`src/rtl/load_hazard_ctrl_pkg.sv`:
```
// Shared opcode constants, hazard action encoding and source-usage decode
// for the MIPS load hazard controller.
package hazard_pkg;

  localparam logic [5:0] OP_RTYPE = 6'b000000;
  localparam logic [5:0] OP_LW    = 6'b100011;
  localparam logic [5:0] OP_SW    = 6'b101011;
  localparam logic [5:0] OP_BEQ   = 6'b000100;
  localparam logic [5:0] OP_BNE   = 6'b000101;
  localparam logic [5:0] OP_J     = 6'b000010;
  localparam logic [5:0] OP_JAL   = 6'b000011;

  typedef enum logic [1:0] {
    ST_RUN        = 2'd0,
    ST_LOAD_STALL = 2'd1,
    ST_MEM_WAIT   = 2'd2,
    ST_FLUSH      = 2'd3
  } hazard_state_t;

  typedef struct packed {
    logic use_rs;
    logic use_rt;
    logic is_load;
    logic is_jump;
  } src_use_t;

  function automatic src_use_t decode_src(input logic [5:0] op);
    src_use_t u;
    u = '0;
    if (op == OP_RTYPE || op == OP_SW || op == OP_BEQ || op == OP_BNE) begin
      u.use_rs = 1'b1;
      u.use_rt = 1'b1;
    end else if (op == OP_LW) begin
      u.use_rs  = 1'b1;
      u.is_load = 1'b1;
    end else if (op[5:3] == 3'b001) begin
      u.use_rs = 1'b1;
    end else if (op == OP_J || op == OP_JAL) begin
      u.is_jump = 1'b1;
    end
    return u;
  endfunction

endpackage

```
`src/rtl/load_hazard_ctrl_if.sv`:
```
// Signal bundle between the ID-stage pipeline logic (master) and the hazard
// controller (slave).
// Protocol: no handshake; id_valid qualifies the ID fields each cycle, and every
// control output is a same-cycle combinational decision that the pipeline obeys.
interface load_hazard_ctrl_if #(
  parameter int REG_W = 5,
  parameter int CNT_W = 16
);
  logic             id_valid;
  logic [5:0]       id_opcode;
  logic [REG_W-1:0] id_rs;
  logic [REG_W-1:0] id_rt;
  logic             ex_branch_taken;
  logic             dmem_busy;
  logic             stall_clr;
  logic             pc_write;
  logic             ifid_write;
  logic             ifid_flush;
  logic             ctrl_sel;
  logic             pipe_hold;
  logic [1:0]       hazard_state;
  logic [CNT_W-1:0] stall_cnt;

  modport master (
    output id_valid, id_opcode, id_rs, id_rt, ex_branch_taken, dmem_busy, stall_clr,
    input  pc_write, ifid_write, ifid_flush, ctrl_sel, pipe_hold, hazard_state, stall_cnt
  );

  modport slave (
    input  id_valid, id_opcode, id_rs, id_rt, ex_branch_taken, dmem_busy, stall_clr,
    output pc_write, ifid_write, ifid_flush, ctrl_sel, pipe_hold, hazard_state, stall_cnt
  );
endinterface

```
`src/rtl/load_hazard_ctrl_scoreboard.sv`:
```
// Shift register of in-flight load destinations; entry 0 is the youngest.
// Flags a match against either enabled source register (register 0 ignored).
module load_scoreboard #(
  parameter int REG_W = 5,
  parameter int DEPTH = 1
) (
  input  logic             clk,
  input  logic             rst,
  input  logic             freeze_i,
  input  logic             push_valid_i,
  input  logic [REG_W-1:0] push_reg_i,
  input  logic [REG_W-1:0] rs_i,
  input  logic             rs_en_i,
  input  logic [REG_W-1:0] rt_i,
  input  logic             rt_en_i,
  output logic             match_o
);

  logic [DEPTH-1:0] vld_q;
  logic [REG_W-1:0] reg_q [DEPTH];

  always_ff @(posedge clk) begin
    if (!rst) begin
      vld_q <= '0;
      for (int i = 0; i < DEPTH; i++) reg_q[i] <= '0;
    end else if (!freeze_i) begin
      vld_q[0] <= push_valid_i;
      reg_q[0] <= push_reg_i;
      for (int i = 1; i < DEPTH; i++) begin
        vld_q[i] <= vld_q[i-1];
        reg_q[i] <= reg_q[i-1];
      end
    end
  end

  always_comb begin
    match_o = 1'b0;
    for (int i = 0; i < DEPTH; i++) begin
      if (vld_q[i] && reg_q[i] != '0 &&
          ((rs_en_i && reg_q[i] == rs_i) || (rt_en_i && reg_q[i] == rt_i)))
        match_o = 1'b1;
    end
  end

endmodule

```
`src/rtl/load_hazard_ctrl.sv`:
```
// ID-stage hazard controller: load-use stalls over a configurable load latency,
// branch/jump flushes, data-memory freeze and a saturating stall counter.
module load_hazard_ctrl
  import hazard_pkg::*;
#(
  parameter int REG_W    = 5,
  parameter int LOAD_LAT = 1,
  parameter int CNT_W    = 16
) (
  input logic              clk,
  input logic              rst,
  load_hazard_ctrl_if.slave bus
);

  src_use_t      dec;
  logic          hazard;
  logic          sb_freeze;
  logic          sb_push;
  hazard_state_t state_q, state_d;
  logic [CNT_W-1:0] cnt_q, cnt_d;
  logic pc_write, ifid_write, ifid_flush, ctrl_sel, pipe_hold;

  always_comb begin
    dec = decode_src(bus.id_opcode);
    if (!bus.id_valid) dec = '0;
  end

  load_scoreboard #(.REG_W(REG_W), .DEPTH(LOAD_LAT)) u_sb (
    .clk          (clk),
    .rst          (rst),
    .freeze_i     (sb_freeze),
    .push_valid_i (sb_push),
    .push_reg_i   (bus.id_rt),
    .rs_i         (bus.id_rs),
    .rs_en_i      (dec.use_rs),
    .rt_i         (bus.id_rt),
    .rt_en_i      (dec.use_rt),
    .match_o      (hazard)
  );

  // Priority: memory freeze, taken branch, load-use, jump, normal flow.
  always_comb begin
    state_d    = ST_RUN;
    pc_write   = 1'b1;
    ifid_write = 1'b1;
    ifid_flush = 1'b0;
    ctrl_sel   = 1'b1;
    pipe_hold  = 1'b0;
    sb_freeze  = 1'b0;
    sb_push    = 1'b0;
    if (!rst) begin
      pc_write   = 1'b0;
      ifid_write = 1'b0;
      ifid_flush = 1'b1;
      ctrl_sel   = 1'b0;
    end else if (bus.dmem_busy) begin
      state_d    = ST_MEM_WAIT;
      pc_write   = 1'b0;
      ifid_write = 1'b0;
      pipe_hold  = 1'b1;
      sb_freeze  = 1'b1;
    end else if (bus.ex_branch_taken || (!hazard && dec.is_jump)) begin
      state_d    = ST_FLUSH;
      ifid_flush = 1'b1;
      ctrl_sel   = 1'b0;
    end else if (hazard) begin
      state_d    = ST_LOAD_STALL;
      pc_write   = 1'b0;
      ifid_write = 1'b0;
      ctrl_sel   = 1'b0;
    end else begin
      sb_push = dec.is_load && (bus.id_rt != '0);
    end
  end

  always_comb begin
    cnt_d = cnt_q;
    if (bus.stall_clr) cnt_d = '0;
    else if (!pc_write && cnt_q != {CNT_W{1'b1}}) cnt_d = cnt_q + 1'b1;
  end

  always_ff @(posedge clk) begin
    if (!rst) begin
      state_q <= ST_RUN;
      cnt_q   <= '0;
    end else begin
      state_q <= state_d;
      cnt_q   <= cnt_d;
    end
  end

  assign bus.pc_write     = pc_write;
  assign bus.ifid_write   = ifid_write;
  assign bus.ifid_flush   = ifid_flush;
  assign bus.ctrl_sel     = ctrl_sel;
  assign bus.pipe_hold    = pipe_hold;
  assign bus.hazard_state = state_q;
  assign bus.stall_cnt    = cnt_q;

endmodule
```
`src/flat_wrapper.sv`:
```
// flat-port wrapper written by rule: the top's interface ports become plain ports
module load_hazard_ctrl_flat import hazard_pkg::*;
#(
  parameter int REG_W    = 5,
  parameter int LOAD_LAT = 1,
  parameter int CNT_W    = 16
)
  (clk, rst, bus_id_valid, bus_id_opcode, bus_id_rs, bus_id_rt, bus_ex_branch_taken, bus_dmem_busy, bus_stall_clr, bus_pc_write, bus_ifid_write, bus_ifid_flush, bus_ctrl_sel, bus_pipe_hold, bus_hazard_state, bus_stall_cnt);
  load_hazard_ctrl_if #(.REG_W(REG_W), .CNT_W(CNT_W)) bus_i ();
  input logic clk;
  input logic rst;
  input wire logic [$bits(bus_i.id_valid)-1:0] bus_id_valid;
  input wire logic [$bits(bus_i.id_opcode)-1:0] bus_id_opcode;
  input wire logic [$bits(bus_i.id_rs)-1:0] bus_id_rs;
  input wire logic [$bits(bus_i.id_rt)-1:0] bus_id_rt;
  input wire logic [$bits(bus_i.ex_branch_taken)-1:0] bus_ex_branch_taken;
  input wire logic [$bits(bus_i.dmem_busy)-1:0] bus_dmem_busy;
  input wire logic [$bits(bus_i.stall_clr)-1:0] bus_stall_clr;
  output wire logic [$bits(bus_i.pc_write)-1:0] bus_pc_write;
  output wire logic [$bits(bus_i.ifid_write)-1:0] bus_ifid_write;
  output wire logic [$bits(bus_i.ifid_flush)-1:0] bus_ifid_flush;
  output wire logic [$bits(bus_i.ctrl_sel)-1:0] bus_ctrl_sel;
  output wire logic [$bits(bus_i.pipe_hold)-1:0] bus_pipe_hold;
  output wire logic [$bits(bus_i.hazard_state)-1:0] bus_hazard_state;
  output wire logic [$bits(bus_i.stall_cnt)-1:0] bus_stall_cnt;
  assign bus_i.id_valid = bus_id_valid;
  assign bus_i.id_opcode = bus_id_opcode;
  assign bus_i.id_rs = bus_id_rs;
  assign bus_i.id_rt = bus_id_rt;
  assign bus_i.ex_branch_taken = bus_ex_branch_taken;
  assign bus_i.dmem_busy = bus_dmem_busy;
  assign bus_i.stall_clr = bus_stall_clr;
  assign bus_pc_write = bus_i.pc_write;
  assign bus_ifid_write = bus_i.ifid_write;
  assign bus_ifid_flush = bus_i.ifid_flush;
  assign bus_ctrl_sel = bus_i.ctrl_sel;
  assign bus_pipe_hold = bus_i.pipe_hold;
  assign bus_hazard_state = bus_i.hazard_state;
  assign bus_stall_cnt = bus_i.stall_cnt;
  load_hazard_ctrl #(.REG_W(REG_W), .LOAD_LAT(LOAD_LAT), .CNT_W(CNT_W)) u_core (.clk(clk), .rst(rst), .bus(bus_i));
endmodule
```
`config.mk`:
```
export PLATFORM = sky130hd
export DESIGN_NAME = load_hazard_ctrl_flat
export DESIGN_NICKNAME = d
export VERILOG_FILES = /design/src/rtl/load_hazard_ctrl_pkg.sv /design/src/rtl/load_hazard_ctrl_if.sv /design/src/rtl/load_hazard_ctrl_scoreboard.sv /design/src/rtl/load_hazard_ctrl.sv /design/src/flat_wrapper.sv
export SDC_FILE = /design/constraint.sdc
export NUM_CORES = 1
export LEC_CHECK = 0
export BUFFER_PORTS_ARGS = -buffer_cell sky130_fd_sc_hd__buf_2
export CORE_MARGIN = 10
export CORE_UTILIZATION = 30
export DETAILED_ROUTE_END_ITERATION = 6
export PLACE_DENSITY = 0.58
export SETUP_SLACK_MARGIN = 0.4
export SKIP_CTS_REPAIR_TIMING = 1
export SYNTH_ARGS = -nofsm -noshare
export SYNTH_HDL_FRONTEND = slang
export SYNTH_SLANG_ARGS = --single-unit
```
`constraint.sdc`:
```
create_clock -name clk -period 3.61 [get_ports clk]
set_input_delay 0.722 -clock clk [delete_from_list [all_inputs] [get_ports clk]]
set_output_delay 0.722 -clock clk [all_outputs]
set_load 0.02 [all_outputs]
```
==> results.cfg <==
[run_status]
outcome = finished clean

[critical_path]
crit_path_end_kind = primary output
critical_path_class = in -> out
critical_path_rt_ns = 2.89
crit_arrival_ns = 2.08
worstSetupStartpointType = primary input
crit_fanout = 4

[drt]
postRouteWirelength_mm = 3.65
drc = 0
vias_per_cell = 5.30
detail-route-antenna-nets = 0
detailedRoute.firstPassIterationCount = 4
avgRoutedWirePerCell_um = 14.1
drtIter0Drc = 50
dr_total_vias = 1367

[timing]
timing.final.crit_share = 0.776
hold_violations = 0
slew_violations = 0
worst_slew_pin_slew_ns = 0.618
max_slew_margin = 0.585
rsz_0062_raised_after_global_routing = false
final.setup_skew_ns = 0.00426
maxClockFrequency_mhz = 357
timing.final.crit_period_ns = 2.80
fin_setup_tns_ns = 0
setup_viol = 0

[grt]
grt.total_usage = 0.0919
grt_first_pass_wirelength_mm = 5.98
first_global_vias = 1288
antenna_found_initial = 0
largest_net_degree_at_the_start_of_global_routing = 25
aggregate_global_routing_overflow = 0

[cts]
clk-insertion-delay-late_ns = 0.26
clkTransAtPathRegs_ns = 0.08
tritoncts = done
numClockSinks = 24
cts-root-to-sink-buffers = 2
htree_num_levels = 1
clockRootBuffer = sky130_fd_sc_hd__clkbuf_8
cts_inserted_buffers = 3

[floorplan]
floorplan.rows = 25
design.die.area_um2 = 7960
floorplan.initialDensity = 0.306
io_pins = 45
vertical_extent_of_the_die_um = 89.2
die_w_um = 89.2
core-area_um2 = 4690

[cells_and_area]
insertedDiodeCount = 0
finish.net_count = 228
utilization = 0.366
drive_above_1_share = 0.270
layout.cell_area.non_filler_um2 = 1720
area_growth_pct = 19.6
layout.cells.non_filler = 258

[synth]
synth-seq-area-share = 0.369
synth_ff_type = sky130_fd_sc_hd__dfxtp_1
postSynthCellCount = 163
synth_edf_count = 5
synth_warnings = 0
post_synth_instance_area_um2 = 1440
post_synthesis_async_set_or_reset_flop_share = 0
ys_types = 43
avgSynthCellArea_um2 = 8.81
synth_fp_nets = 186
yosys_register_bits = 24

[power_and_ir_drop]
power.density_cell_area_nw_per_um2 = 319
power.static_leakage_nw = 0.687
vdd_ir_drop_max_mv = 0.122
finalPower_uw = 548

[place]
dpl-instance-area_um2 = 1660
gp_congestion = 0.741
place.port_buffers = 44
dpl.cell_count = 254
place_hpwl_mm = 2.89

[min_path]
worst_hold_path_type = reg -> reg

[run]
maxCapViolCount = 0
cell type report:
type,count,area (µm²)
Tap cell,54,67.6
Inverter,2,7.51
Fill cell,500,2970
Sequential cell,24,531
Multi-Input combinational cell,129,830
Clock buffer,4,55.1
Timing Repair Buffer,45,228
worst max-delay path, stage by stage:
cell and delay, ns:
sky130_fd_sc_hd__buf_2 0.12, sky130_fd_sc_hd__and4b_1 0.22, sky130_fd_sc_hd__a32oi_2 0.21, sky130_fd_sc_hd__nor4_4 0.08, sky130_fd_sc_hd__a31o_2 0.21, sky130_fd_sc_hd__a21oi_1 0.22
sky130_fd_sc_hd__o21a_1 0.14, sky130_fd_sc_hd__buf_2 0.15
layer usage:
layer  global-route usage  vias to the layer above  share of wire
met5                    0                        -              0
met4               0.0217                        0         0.0055
met3               0.0328                        4          0.094
met2                0.154                       41           0.47
met1                0.109                      626           0.44
li1                     -                      696              -
where the power goes:
part | total [mW] | internal [mW] | switching [mW] | leakage (nW)
combinational | 0.0801 | 0.0325 | 0.0476 | 0.451
sequential | 0.287 | 0.281 | 0.00627 | 0.207
clock | 0.181 | 0.0973 | 0.0836 | 0.0288
total | 0.548 | 0.410 | 0.137 | 0.687
logic make-up (layout without fill, tap and decap cells):
kind of cell,after synthesis,after routing,synth area share
xor+xnor,10,10,0.0610
fa+ha+maj,1,1,0.00871
compound gates,44,44,0.198
simple gates,74,74,0.310
flops,24,24,0.369
buf+inv,10,51,0.0531
path summary, 6_finish.rpt:
| check | from | end | slack (ns) | cells after the start |
|---|---|---|---|---|
| worst min-delay path | u_core.u_sb.vld_q | u_core.u_sb.vld_q | 0.49 | 1 |
| worst min register to register | u_core.u_sb.vld_q | u_core.u_sb.vld_q | 0.49 | 1 |
| worst max register to register | u_core.u_sb.reg_q[0][2] | u_core.bus.stall_cnt[14] | 1.16 | 7 |
| worst max-delay path | bus_id_opcode[5] | bus_ctrl_sel | 0.81 | 8 |
cells in the final DEF (no fill, tap or decap), types with 2 or more instances in the layout:
cell                       synthesis  layout
sky130_fd_sc_hd__buf_2             1      44
sky130_fd_sc_hd__nor2b_1           2       2
sky130_fd_sc_hd__edfxtp_1          5       5
sky130_fd_sc_hd__o211ai_1          2       2
sky130_fd_sc_hd__nor2_1            6       6
sky130_fd_sc_hd__nand2b_1          5       5
sky130_fd_sc_hd__or4_1             5       5
sky130_fd_sc_hd__a31o_2            2       2
sky130_fd_sc_hd__nor3_1            3       3
sky130_fd_sc_hd__xor2_1            5       5
sky130_fd_sc_hd__or3_1            13      13
sky130_fd_sc_hd__and3_1            4       4
sky130_fd_sc_hd__nand3_1           5       5
sky130_fd_sc_hd__o21ai_0          11      11
sky130_fd_sc_hd__a21oi_1          15      15
sky130_fd_sc_hd__dfxtp_1          19      19
sky130_fd_sc_hd__o31ai_1           3       3
sky130_fd_sc_hd__and2_1            7       7
sky130_fd_sc_hd__nand4_1           9       9
sky130_fd_sc_hd__xnor2_1           5       5
sky130_fd_sc_hd__o21ai_1           2       2
sky130_fd_sc_hd__o21a_1            3       3
sky130_fd_sc_hd__nand2_1           9       9
sky130_fd_sc_hd__inv_1             2       2
sky130_fd_sc_hd__clkbuf_8          0       4
registers in the layout, summed over array words and instances (netlist names):
signal and flops:
u_core.bus.stall_cnt 16, u_core.u_sb.reg_q 5, u_core.u_sb.vld_q 1, u_core.bus.hazard_state 2
through the flow:
step / hold WS (ns) / setup slack, ns
floorplan: 0.441 / 0.927
global placement: 0.480 / 0.777
detailed placement: 0.474 / 0.782
CTS: 0.494 / 0.770
global route: 0.518 / 0.627
finish: 0.489 / 0.810
cell usage after synthesis, drive strengths merged (2+ instances only):
| master | instances | area (µm²) |
|---|---|---|
| o211ai | 2 | 15.0 |
| nor2b | 2 | 12.5 |
| a21oi | 15 | 75.1 |
| nand2b | 5 | 31.3 |
| and3 | 4 | 25.0 |
| buf | 4 | 31.3 |
| nand2 | 9 | 33.8 |
| dfxtp | 19 | 380 |
| nand4 | 9 | 56.3 |
| inv | 2 | 7.51 |
| nor2 | 6 | 22.5 |
| nor4 | 2 | 27.5 |
| a31o | 3 | 26.3 |
| xnor2 | 5 | 43.8 |
| edfxtp | 5 | 150 |
| o31ai | 3 | 22.5 |
| or4 | 5 | 37.5 |
| clkbuf | 2 | 8.75 |
| xor2 | 5 | 43.8 |
| o21a | 3 | 22.5 |
| nand3 | 5 | 25.0 |
| or3 | 13 | 81.3 |
| o21ai | 14 | 73.8 |
| and2 | 7 | 43.8 |
| nor3 | 3 | 15.0 |
Power figures use the tool's default switching activity.
